===== src/rtl/pifo_sr_pkg.sv =====
// Shared constants and types for the sorted shift-register PIFO.
// Pure definitions: no latency, no flow control.
package pifo_pkg;

  localparam int PIFO_OVF_BACKPRESSURE = 0;
  localparam int PIFO_OVF_EVICT        = 1;
  localparam int PIFO_OVF_DROP         = 2;

  typedef enum logic [1:0] {
    CELL_HOLD,
    CELL_LEFT,
    CELL_RIGHT,
    CELL_NEW
  } cell_sel_e;

  // A slot is packed as {valid, rank, meta}.
  function automatic int slot_width(input int rank_w, input int meta_w);
    return 1 + rank_w + meta_w;
  endfunction

endpackage


===== src/rtl/pifo_sr_if.sv =====
// Insert / dequeue / drop / status bundle between classifier, PIFO and scheduler.
// Wires only; ins_ready is combinational from deq_ready in backpressure mode.
interface pifo_sr_if #(
  parameter int DEPTH      = 8,
  parameter int RANK_WIDTH = 16,
  parameter int META_WIDTH = 32
);
  localparam int CNT_WIDTH = $clog2(DEPTH + 1);

  logic                  flush;
  logic                  ins_valid;
  logic                  ins_ready;
  logic [RANK_WIDTH-1:0] ins_rank;
  logic [META_WIDTH-1:0] ins_meta;
  logic                  deq_valid;
  logic                  deq_ready;
  logic [RANK_WIDTH-1:0] deq_rank;
  logic [META_WIDTH-1:0] deq_meta;
  logic [RANK_WIDTH-1:0] tail_rank;
  logic                  drop_valid;
  logic [RANK_WIDTH-1:0] drop_rank;
  logic [META_WIDTH-1:0] drop_meta;
  logic [31:0]           drop_count;
  logic [CNT_WIDTH-1:0]  num_entries;
  logic                  empty;
  logic                  full;

  modport master (
    output flush, ins_valid, ins_rank, ins_meta, deq_ready,
    input  ins_ready, deq_valid, deq_rank, deq_meta, tail_rank,
    input  drop_valid, drop_rank, drop_meta, drop_count, num_entries, empty, full
  );

  modport slave (
    input  flush, ins_valid, ins_rank, ins_meta, deq_ready,
    output ins_ready, deq_valid, deq_rank, deq_meta, tail_rank,
    output drop_valid, drop_rank, drop_meta, drop_count, num_entries, empty, full
  );
endinterface


===== src/rtl/pifo_sr_cell.sv =====
// One PIFO slot register with a hold/left/right/new next-value mux; clr wins.
// One-cycle update; no flow control of its own, selects come from the top decoder.
module pifo_sr_cell
  import pifo_pkg::*;
#(
  parameter int W = 49
) (
  input  logic         clk,
  input  logic         rst_n,
  input  logic         clr,
  input  cell_sel_e    sel,
  input  logic [W-1:0] left,
  input  logic [W-1:0] right,
  input  logic [W-1:0] new_slot,
  output logic [W-1:0] slot
);

  always_ff @(posedge clk or negedge rst_n) begin
    if (!rst_n) begin
      slot <= '0;
    end else if (clr) begin
      slot <= '0;
    end else begin
      case (sel)
        CELL_LEFT:  slot <= left;
        CELL_RIGHT: slot <= right;
        CELL_NEW:   slot <= new_slot;
        default:    slot <= slot;
      endcase
    end
  end

endmodule


===== src/rtl/pifo_sr.sv =====
// Sorted shift-register PIFO: head is always the minimum rank, ties leave FIFO.
// Insert/dequeue take effect after one edge; overflow backpressures, evicts or drops per OVERFLOW_MODE.
module pifo_sr
  import pifo_pkg::*;
#(
  parameter int DEPTH         = 8,
  parameter int RANK_WIDTH    = 16,
  parameter int META_WIDTH    = 32,
  parameter int OVERFLOW_MODE = PIFO_OVF_EVICT
) (
  input logic      clk,
  input logic      rst_n,
  pifo_sr_if.slave bus
);

  localparam int CNT_WIDTH = $clog2(DEPTH + 1);
  localparam int SW        = slot_width(RANK_WIDTH, META_WIDTH);

  typedef logic [SW-1:0]        slot_t;
  typedef logic [CNT_WIDTH-1:0] cnt_t;

  slot_t                 slot_q [DEPTH];
  cell_sel_e             sel    [DEPTH];
  logic [RANK_WIDTH-1:0] rank   [DEPTH];
  logic [DEPTH-1:0]      vld;
  logic [DEPTH-1:0]      le;
  slot_t                 new_slot;
  cnt_t                  cnt_q, cnt_n, pos, pp;
  logic                  empty_q, full_q;
  logic                  ins, deq, room, ins_shift, drop_tail, drop_in;
  logic                  drop_vld_q;
  logic [RANK_WIDTH-1:0] drop_rank_q, tail;
  logic [META_WIDTH-1:0] drop_meta_q;
  logic [31:0]           drop_count_q;

  assign new_slot = {1'b1, bus.ins_rank, bus.ins_meta};

  for (genvar g = 0; g < DEPTH; g++) begin : g_field
    assign vld[g]  = slot_q[g][SW-1];
    assign rank[g] = slot_q[g][SW-2 -: RANK_WIDTH];
    assign le[g]   = vld[g] && (rank[g] <= bus.ins_rank);
  end

  assign bus.ins_ready = (OVERFLOW_MODE == PIFO_OVF_BACKPRESSURE) ? (!full_q || bus.deq_ready) : 1'b1;
  assign ins = bus.ins_valid && bus.ins_ready;
  assign deq = vld[0] && bus.deq_ready;

  // Contents are sorted, so le is a prefix and its popcount is the insert index.
  always_comb begin
    pos = '0;
    for (int i = 0; i < DEPTH; i++) begin
      if (le[i]) pos = pos + cnt_t'(1);
    end
  end

  assign room      = !full_q || (OVERFLOW_MODE == PIFO_OVF_EVICT && pos != cnt_t'(DEPTH));
  assign ins_shift = ins && !deq && room;
  assign drop_tail = ins_shift && full_q;
  assign drop_in   = ins && !deq && !room &&
                     (OVERFLOW_MODE == PIFO_OVF_EVICT || OVERFLOW_MODE == PIFO_OVF_DROP);

  always_comb begin
    pp = (pos == '0) ? cnt_t'(1) : pos;
    for (int i = 0; i < DEPTH; i++) begin
      sel[i] = CELL_HOLD;
      if (ins && deq) begin
        // Slots ahead of the new entry slide toward the head to fill the dequeued gap.
        if (cnt_t'(i + 1) < pp)       sel[i] = CELL_RIGHT;
        else if (cnt_t'(i + 1) == pp) sel[i] = CELL_NEW;
      end else if (deq) begin
        sel[i] = CELL_RIGHT;
      end else if (ins_shift) begin
        if (cnt_t'(i) == pos)     sel[i] = CELL_NEW;
        else if (cnt_t'(i) > pos) sel[i] = CELL_LEFT;
      end
    end
  end

  for (genvar g = 0; g < DEPTH; g++) begin : g_cell
    slot_t left_s, right_s;
    if (g == 0) begin : g_first
      assign left_s = '0;
    end else begin : g_mid_l
      assign left_s = slot_q[g-1];
    end
    if (g == DEPTH - 1) begin : g_last
      assign right_s = '0;
    end else begin : g_mid_r
      assign right_s = slot_q[g+1];
    end
    pifo_sr_cell #(.W(SW)) u_cell (
      .clk      (clk),
      .rst_n    (rst_n),
      .clr      (bus.flush),
      .sel      (sel[g]),
      .left     (left_s),
      .right    (right_s),
      .new_slot (new_slot),
      .slot     (slot_q[g])
    );
  end

  always_comb begin
    cnt_n = cnt_q;
    if (ins_shift && !full_q)  cnt_n = cnt_q + cnt_t'(1);
    else if (deq && !ins)      cnt_n = cnt_q - cnt_t'(1);
  end

  always_ff @(posedge clk or negedge rst_n) begin
    if (!rst_n) begin
      cnt_q        <= '0;
      empty_q      <= 1'b1;
      full_q       <= 1'b0;
      drop_vld_q   <= 1'b0;
      drop_rank_q  <= '0;
      drop_meta_q  <= '0;
      drop_count_q <= '0;
    end else if (bus.flush) begin
      cnt_q      <= '0;
      empty_q    <= 1'b1;
      full_q     <= 1'b0;
      drop_vld_q <= 1'b0;
    end else begin
      cnt_q      <= cnt_n;
      empty_q    <= (cnt_n == '0);
      full_q     <= (cnt_n == cnt_t'(DEPTH));
      drop_vld_q <= drop_tail || drop_in;
      if (drop_tail) begin
        drop_rank_q <= rank[DEPTH-1];
        drop_meta_q <= slot_q[DEPTH-1][META_WIDTH-1:0];
      end else if (drop_in) begin
        drop_rank_q <= bus.ins_rank;
        drop_meta_q <= bus.ins_meta;
      end
      if ((drop_tail || drop_in) && drop_count_q != '1) drop_count_q <= drop_count_q + 32'd1;
    end
  end

  always_comb begin
    tail = '0;
    for (int i = 0; i < DEPTH; i++) begin
      if (cnt_q == cnt_t'(i + 1)) tail = rank[i];
    end
  end

  assign bus.deq_valid   = vld[0];
  assign bus.deq_rank    = rank[0];
  assign bus.deq_meta    = slot_q[0][META_WIDTH-1:0];
  assign bus.tail_rank   = tail;
  assign bus.drop_valid  = drop_vld_q;
  assign bus.drop_rank   = drop_rank_q;
  assign bus.drop_meta   = drop_meta_q;
  assign bus.drop_count  = drop_count_q;
  assign bus.num_entries = cnt_q;
  assign bus.empty       = empty_q;
  assign bus.full        = full_q;

endmodule


===== src/flat_wrapper.sv =====
// flat-port wrapper written by rule: the top's interface ports become plain ports
module pifo_sr_flat import pifo_pkg::*;
#(
  parameter int DEPTH         = 8,
  parameter int RANK_WIDTH    = 16,
  parameter int META_WIDTH    = 32,
  parameter int OVERFLOW_MODE = PIFO_OVF_EVICT
)
  (clk, rst_n, bus_flush, bus_ins_valid, bus_ins_rank, bus_ins_meta, bus_deq_ready, bus_ins_ready, bus_deq_valid, bus_deq_rank, bus_deq_meta, bus_tail_rank, bus_drop_valid, bus_drop_rank, bus_drop_meta, bus_drop_count, bus_num_entries, bus_empty, bus_full);
  pifo_sr_if #(.DEPTH(DEPTH), .RANK_WIDTH(RANK_WIDTH), .META_WIDTH(META_WIDTH)) bus_i ();
  input logic clk;
  input logic rst_n;
  input wire logic [$bits(bus_i.flush)-1:0] bus_flush;
  input wire logic [$bits(bus_i.ins_valid)-1:0] bus_ins_valid;
  input wire logic [$bits(bus_i.ins_rank)-1:0] bus_ins_rank;
  input wire logic [$bits(bus_i.ins_meta)-1:0] bus_ins_meta;
  input wire logic [$bits(bus_i.deq_ready)-1:0] bus_deq_ready;
  output wire logic [$bits(bus_i.ins_ready)-1:0] bus_ins_ready;
  output wire logic [$bits(bus_i.deq_valid)-1:0] bus_deq_valid;
  output wire logic [$bits(bus_i.deq_rank)-1:0] bus_deq_rank;
  output wire logic [$bits(bus_i.deq_meta)-1:0] bus_deq_meta;
  output wire logic [$bits(bus_i.tail_rank)-1:0] bus_tail_rank;
  output wire logic [$bits(bus_i.drop_valid)-1:0] bus_drop_valid;
  output wire logic [$bits(bus_i.drop_rank)-1:0] bus_drop_rank;
  output wire logic [$bits(bus_i.drop_meta)-1:0] bus_drop_meta;
  output wire logic [$bits(bus_i.drop_count)-1:0] bus_drop_count;
  output wire logic [$bits(bus_i.num_entries)-1:0] bus_num_entries;
  output wire logic [$bits(bus_i.empty)-1:0] bus_empty;
  output wire logic [$bits(bus_i.full)-1:0] bus_full;
  assign bus_i.flush = bus_flush;
  assign bus_i.ins_valid = bus_ins_valid;
  assign bus_i.ins_rank = bus_ins_rank;
  assign bus_i.ins_meta = bus_ins_meta;
  assign bus_i.deq_ready = bus_deq_ready;
  assign bus_ins_ready = bus_i.ins_ready;
  assign bus_deq_valid = bus_i.deq_valid;
  assign bus_deq_rank = bus_i.deq_rank;
  assign bus_deq_meta = bus_i.deq_meta;
  assign bus_tail_rank = bus_i.tail_rank;
  assign bus_drop_valid = bus_i.drop_valid;
  assign bus_drop_rank = bus_i.drop_rank;
  assign bus_drop_meta = bus_i.drop_meta;
  assign bus_drop_count = bus_i.drop_count;
  assign bus_num_entries = bus_i.num_entries;
  assign bus_empty = bus_i.empty;
  assign bus_full = bus_i.full;
  pifo_sr #(.DEPTH(DEPTH), .RANK_WIDTH(RANK_WIDTH), .META_WIDTH(META_WIDTH), .OVERFLOW_MODE(OVERFLOW_MODE)) u_core (.clk(clk), .rst_n(rst_n), .bus(bus_i));
endmodule

===== config.mk =====
export PLATFORM = sky130hd
export DESIGN_NAME = pifo_sr_flat
export DESIGN_NICKNAME = d
export VERILOG_FILES = /design/src/rtl/pifo_sr_pkg.sv /design/src/rtl/pifo_sr_if.sv /design/src/rtl/pifo_sr_cell.sv /design/src/rtl/pifo_sr.sv /design/src/flat_wrapper.sv
export SDC_FILE = /design/constraint.sdc
export NUM_CORES = 1
export LEC_CHECK = 0
export CAP_MARGIN = 10
export CORE_UTILIZATION = 55
export CTS_CLUSTER_SIZE = 20
export DETAILED_ROUTE_END_ITERATION = 8
export DONT_BUFFER_PORTS = 1
export PLACE_DENSITY = 0.69
export REMOVE_ABC_BUFFERS = 1
export SLEW_MARGIN = 20
export SYNTH_ARGS = -nofsm -noshare
export SYNTH_HDL_FRONTEND = slang
export SYNTH_HIERARCHICAL = 1
export SYNTH_SLANG_ARGS = --single-unit

===== constraint.sdc =====
create_clock -name clk -period 15.9 [get_ports clk]
set_input_delay 2.385 -clock clk [delete_from_list [all_inputs] [get_ports clk]]
set_output_delay 2.385 -clock clk [all_outputs]
set_load 0.05 [all_outputs]

==> reports/qor.txt, run 1 <==
GP Congestion: 0.937
Slew @ Worst Pin: 1540 ps
Final setup vio count: 0
Most frequent cells in the layout: mux2i_1 (820), dfrtp_1 (478), o22ai_1 (395)
GR Overflow Total: 0
Gate Count Post-Synth: 2,737
Primary FF master, synth: dfrtp_1
Leakage power: 12.9 nW
Boundary pin count: 206
Worst skew pair latency: 620 ps
Setup Buffers After CTS: 0
Routed WL: 90,900 microns
Setup WS post-layout: 4980 ps
Multi-input logic area: 0.0174 sq mm
VDD IR max: 0.115 mV
CTS-repair resized insts: 0
Dpl cells: 3,363
Switching power: 1.64 mW
Inserted Clock Buffers: 53
Die W: 237 microns
Setup tns final: 0 ps
Mean Syn Cell Area: 11.1 sq um
Clock-pin slew on the worst setup and hold paths: 60 ps
CTS tree: yes
Yosys reg bits: 479
EDFF count, synth: 0
CP endpoint kind: register
Sequential-to-total area share from yosys stat: 39.6%
RSZ-0062 raised after global routing: false
Final #Nets: 2,915
Post-layout minimum cycle time: 10,920 ps
Worst path max stage delay: 820 ps
Non-filler cells in the finished layout: 3,461
Final hold viol count: 0
Reg power frac: 39.7%
Number of antenna violations at the first check in global routing: 0
Hold buffers post-CTS: 0
Switching share of total power: 38.9%
Yosys warning count: 6
Synthesized area: 0.0303 sq mm
Die height: 237 microns
Status: complete, but fails checks
Routed Antenna Nets: 0
Fillers: 4,432
Failing checks: max-slew violations
Synth async-reset ratio: 100%
Clock Skews: 25.5 ps
Layout Utilization: 60.0%
Internal power: 2.58 mW
Core Area: 0.0541 sq mm
Setup slack at placement: 4500 ps
Detailed Place HPWL: 57,300 microns
Port buffer count: 0
Yosys cell types: 73
Global-route wire length before repair: 141,000 microns
Commonest non-fill, non-tap cell in the layout: mux2i_1
Number of global-route vias before repair: 23.4k
Vias/cell: 6.66
Max-slew violations: 86
Crit-path most repeated cell: ha_1
Total GRT Usage: 32.1%
Via count: 23.0k
Critical Path RT: 16,340 ps
Combinational fraction of design power: 30.6%
Antenna fix cells: 0
CP max FO: 50
Register area: 0.0120 sq mm
Post-route clock period utilization: 68.7%
Final hold slack: 597 ps
Max stage delay cell, worst path: buf_4
Pwr per Cell Area: 130 mW/mm^2
Die Area: 0.0559 sq mm
CTS max path bufs: 3
Setup crit start kind: input port
DRC Markers: 0
Share of layout cells above drive strength 1: 8.35%
Critical path class: in -> reg
Initial core utilization: 55.9%
Clk sinks: 479
Max-cap violations: 0
Slew margin rel.: -2.86%
First-pass iteration count of the detailed router: 5
Fmax: 0.0916 GHz
Synth-to-Final Area Change: 7.27%
Root Driver: clkbuf_16
CP arrival: 11,360 ps
DR WL/cell: 26.3 microns
Power share of the clock group: 29.7%
Largest net degree at the start of global routing: 480
# rows: 85
H-tree depth: 2
Hold Path Class: reg -> reg
Initial DRC count: 1,790
==> worst max-delay path: cells and delay by family <==
family | cells | cell delay, ps
muxes | 2 | 570
AOI/OAI and AO/OA | 10 | 1480
and+or+nand+nor | 14 | 1990
xor gates and xnor gates | 2 | 830
buffers and inverters | 3 | 1840
adders and majority gates | 7 | 2150
==> flip-flops by register name, indices dropped and copies added (netlist names) <==
signal and flops:
u_core/bus.drop_count 32, u_core/bus.drop_meta 32, u_core/bus.drop_rank 16, u_core/bus.drop_valid 1, u_core/bus.empty 1, u_core/bus.full 1, u_core/bus.num_entries 4, u_core/g_cell.u_cell/slot 392
==> cells in the mapped netlist (all sizes together), types with 3 or more instances <==
library cell	number	area [sq um]
a2111oi	3	26.3
a211oi	21	158
a21boi	3	22.5
a21o	15	113
a21oi	59	295
a221oi	17	166
a22oi	32	240
and2	10	62.6
and3	14	92.6
and4	6	55.1
buf	128	965
clkbuf	85	329
dfrtp	478	12000
ha	140	1750
inv	38	143
mux2	71	800
mux2i	821	8220
nand2	54	203
nand2b	17	106
nand3	28	140
nand4	30	188
nor2	76	285
nor2b	15	93.8
nor3	10	50.1
nor4	10	77.6
o211ai	7	52.6
o21a	8	60.1
o21ai	42	210
o22ai	395	2470
or2	14	87.6
or3	5	31.3
or4	4	37.5
xnor2	27	263
xor2	20	175
==> layout make-up <==
cell class | count | area share, %
multi-input combinational | 2112 | 53.6
sequential | 479 | 36.9
clock inverter | 16 | 0.663
timing repair buffer | 38 | 0.879
inverter | 38 | 0.440
clock buffer | 82 | 4.76
tap | 696 | 2.68
==> per-stage QoR <==
stage	power, mW	instance area [sq um]
after floorplan	2.93	29400
after global placement	2.93	30700
after detailed placement	2.97	30700
after CTS	4.22	32400
after global routing	4.38	32500
final	4.22	32500
==> routing by layer <==
layer | up-vias | track usage [%] | part of all wire, %
li1 | 10400 | - | -
met1 | 11700 | 43.2 | 44
met4 | 0 | 9.56 | 2.8
met2 | 768 | 53.0 | 47
met3 | 169 | 5.61 | 6.5
met5 | - | 0 | 0
==> power by group through the flow <==
| stage | Sequential [mW] | Clock, mW | Combinational (mW) |
|---|---|---|---|
| floorplan | 1.63 | 0 | 1.30 |
| global placement | 1.69 | 0 | 1.24 |
| detailed placement | 1.70 | 0 | 1.27 |
| CTS | 1.67 | 1.27 | 1.27 |
| global route | 1.69 | 1.32 | 1.37 |
| finish | 1.68 | 1.25 | 1.29 |
==> cell families after synthesis <==
logic type               Yosys count  share of synthesized area [%]
AND/OR/NAND/NOR                  300                           5.18
buffers and inverters            251                           4.75
AO/OA/AOI/OAI                    625                           13.3
multiplexers                     892                           29.8
flip-flops                       479                           39.6
XOR/XNOR                          48                           1.52
adder cells (fa/ha/maj)          140                           5.79
other                              2                         0.0248
==> final timing paths <==
check | start | endpoint | slack (ps) | cells after the start
max reg2reg | u_core/g_cell[0].u_cell/slot[33] | u_core/g_cell[6].u_cell/slot[4] | 6250 | 37
min | u_core/g_cell[5].u_cell/slot[15] | u_core/g_cell[6].u_cell/slot[15] | 600 | 2
max | bus_ins_rank[1] | u_core/g_cell[6].u_cell/slot[4] | 4980 | 38
min in group asynchronous | rst_n | u_core/g_cell[5].u_cell/slot[32] | 1470 | 0
min reg2reg | u_core/g_cell[5].u_cell/slot[15] | u_core/g_cell[6].u_cell/slot[15] | 600 | 2
max in group asynchronous | rst_n | u_core/g_cell[1].u_cell/slot[18] | 13190 | 0
Note: power is estimated with default switching activity, not from simulation.
==> inputs of run 2 (changes only) <==
- PLACE_DENSITY: 0.69 -> 0.72
- clock period: 15.9 -> 9.7 ns (I/O delays scaled with it)
==> reports/qor.txt, run 2 (synthesized netlist as in run 1, its figures left out) <==
Vias/cell: 6.74 (was 6.66)
Synth-to-Final Area Change: 9.13% (was 7.27%)
Pwr Total: 7.04 mW (was 4.22 mW)
Internal power: 4.30 mW (was 2.58 mW)
GP Congestion: 1.02 (was 0.937)
Hold buffers post-CTS: 0 (unchanged)
Boundary pin count: 206 (unchanged)
Max-cap violations: 0 (unchanged)
Clock-pin slew on the worst setup and hold paths: 60 ps (about the same)
Fillers: 4,413 (was 4,432)
R2R depth: 37 (unchanged)
Root Driver: clkbuf_16 (unchanged)
Share of layout cells above drive strength 1: 9.37% (was 8.35%)
DR WL/cell: 27.6 microns (was 26.3 microns)
Commonest non-fill, non-tap cell in the layout: mux2i_1 (unchanged)
Register area: 0.0120 sq mm (unchanged)
Die Area: 0.0559 sq mm (unchanged)
Non-filler cells in the finished layout: 3,493 (was 3,461)
Routed Antenna Nets: 0 (unchanged)
Leakage power: 13.1 nW (was 12.9 nW)
Number of antenna violations at the first check in global routing: 0 (unchanged)
Dpl cells: 3,399 (was 3,363)
Fmax: 0.113 GHz
Switching power: 2.74 mW (was 1.64 mW)
# rows: 85 (unchanged)
Status: complete, but fails checks (unchanged)
Initial core utilization: 55.9% (unchanged)
Max stage delay cell, worst path: a21boi_0 (was buf_4)
Clock Skews: 22.4 ps (was 25.5 ps)
Die W: 237 microns (unchanged)
Routed WL: 96,400 microns (was 90,900 microns)
Setup tns final: 0 ps (unchanged)
Port buffer count: 0 (unchanged)
Clk sinks: 479 (unchanged)
CTS tree: yes (unchanged)
Largest net degree at the start of global routing: 480 (unchanged)
Worst R2R Setup Slack: 1180 ps (was 6250 ps)
CTS-repair resized insts: 0 (unchanged)
Pwr per Cell Area: 213 mW/mm^2 (was 130 mW/mm^2)
Critical path class: in -> reg (unchanged)
Most frequent cells in the layout: mux2i_1 (820), dfrtp_1 (478), o22ai_1 (395) (unchanged)
Hold Path Class: in -> async (was reg -> reg)
Multi-input logic area: 0.0174 sq mm (about the same)
Inserted Clock Buffers: 53 (unchanged)
CP max FO: 49 (was 50)
Slew @ Worst Pin: 2130 ps (was 1540 ps)
Total GRT Usage: 34.1% (was 32.1%)
Cell area after layout: 0.0330 sq mm (was 0.0325 sq mm)
CTS max path bufs: 3 (unchanged)
Layout Utilization: 61.0% (was 60.0%)
RSZ-0062 raised after global routing: false (unchanged)
Reg power frac: 39.0% (was 39.7%)
Largest Register: u_core/g_cell.u_cell/slot (unchanged)
Worst skew pair latency: 620 ps (about the same)
Worst path max stage delay: 530 ps (was 820 ps)
Setup crit start kind: input port (unchanged)
Combinational fraction of design power: 32.3% (was 30.6%)
Crit-path most repeated cell: ha_1 (unchanged)
Slew margin rel.: -42.3% (was -2.86%)
DRC Markers: 0 (unchanged)
Post-route clock period utilization: 91.1%
Via count: 23.6k (was 23.0k)
Final #Nets: 2,951 (was 2,915)
Final setup vio count: 0 (unchanged)
Post-layout minimum cycle time: 8840 ps
Max-slew violations: 309 (was 86)
Number of global-route vias before repair: 23.6k (was 23.4k)
Die height: 237 microns (unchanged)
Core Area: 0.0541 sq mm (unchanged)
Reg-to-reg endpoint: u_core/g_cell[7].u_cell/slot[26] (was u_core/g_cell[6].u_cell/slot[4])
CP endpoint kind: register (unchanged)
VDD IR max: 0.158 mV (was 0.115 mV)
R2r startpoint: u_core/g_cell[0].u_cell/slot[33] (unchanged)
Initial DRC count: 2,384 (was 1,790)
Power share of the clock group: 28.7% (was 29.7%)
First-pass iteration count of the detailed router: 5 (unchanged)
Switching share of total power: 39.0% (was 38.9%)
Max reg flops: 392 (unchanged)
Detailed Place HPWL: 61,000 microns (was 57,300 microns)
H-tree depth: 2 (unchanged)
Setup Buffers After CTS: 0 (unchanged)
Failing checks: max-slew violations (unchanged)
Global-route wire length before repair: 147,000 microns (was 141,000 microns)
Final hold viol count: 0 (unchanged)
CP arrival: 9280 ps (was 11,360 ps)
Critical Path RT: 10,140 ps (was 16,340 ps)
GR Overflow Total: 0 (unchanged)
DP Area: 0.0313 sq mm (was 0.0307 sq mm)
-- run 2: changes by cell type in the layout (fill, tap and decap cells not counted), moves of 2 or more --
cell      before  now
buf_4         38   44
clkinv_2       8    5
nand2b_2       3    7
buf_12         0   30
nand2b_4       5    1
clkbuf_1      18   16
-- run 2: layer usage --
layer | wire (microns) | up-vias | part of all wire, % | global-route usage [%]
li1 | - | 10400 | - | -
met5 | 0 | - | 0 | 0
met4 | 4080 | 0 | 4.2 | 14.4
met3 | 9270 | 225 | 9.6 | 8.50
met2 | 42700 | 1072 | 44 | 52.1
met1 | 40300 | 11900 | 42 | 46.3
-- run 2: critical path: cells and delay by family --
| family | cells | cell delay [ps] |
|---|---|---|
| buffers and inverters | 4 | 820 |
| adder cells (fa/ha/maj) | 7 | 2170 |
| XOR/XNOR | 1 | 190 |
| AND/OR/NAND/NOR | 9 | 1530 |
| AO/OA/AOI/OAI | 11 | 2620 |
| multiplexers | 2 | 450 |
-- run 2: how the worst max path moves through the flow --
stage                     depth (start not counted)                                to       startpoint  slack, ps
after floorplan                                  34   u_core/g_cell[4].u_cell/slot[0]  bus_ins_rank[1]     -14190
after global placement                           37  u_core/g_cell[7].u_cell/slot[34]  bus_ins_rank[1]        580
after detailed placement                         37  u_core/g_cell[7].u_cell/slot[34]  bus_ins_rank[1]        430
after CTS                                        37  u_core/g_cell[7].u_cell/slot[34]  bus_ins_rank[1]       1060
after global routing                             37  u_core/g_cell[7].u_cell/slot[46]  bus_ins_rank[1]        360
final                                            34  u_core/g_cell[7].u_cell/slot[26]  bus_ins_rank[1]        860
-- run 2: area by class of cell --
| cell class | count | share of cell area [%] |
|---|---|---|
| multi-input combinational | 2112 | 52.6 |
| sequential | 479 | 36.3 |
| clock buffer | 81 | 4.70 |
| timing repair buffer | 74 | 2.82 |
| tap | 696 | 2.64 |
| clock inverter | 12 | 0.470 |
| inverter | 38 | 0.432 |
| antenna | 1 | 0.00758 |
-- run 2: through the flow --
| step | setup WS, ps | hold WS (ps) |
|---|---|---|
| floorplan | -14190 | 555 |
| global placement | 580 | 570 |
| detailed placement | 428 | 586 |
| CTS | 1060 | 531 |
| global route | 357 | 523 |
| finish | 859 | 536 |
-- run 2: power groups by stage --
stage	clock network (mW)	registers (mW)	logic, mW
2_1_floorplan	0	2.68	2.13
3_3_place_gp	0	2.77	2.18
3_5_place_dp	0	2.78	2.23
4_1_cts	2.04	2.74	2.24
5_1_grt	2.12	2.77	2.40
6_report	2.02	2.75	2.27
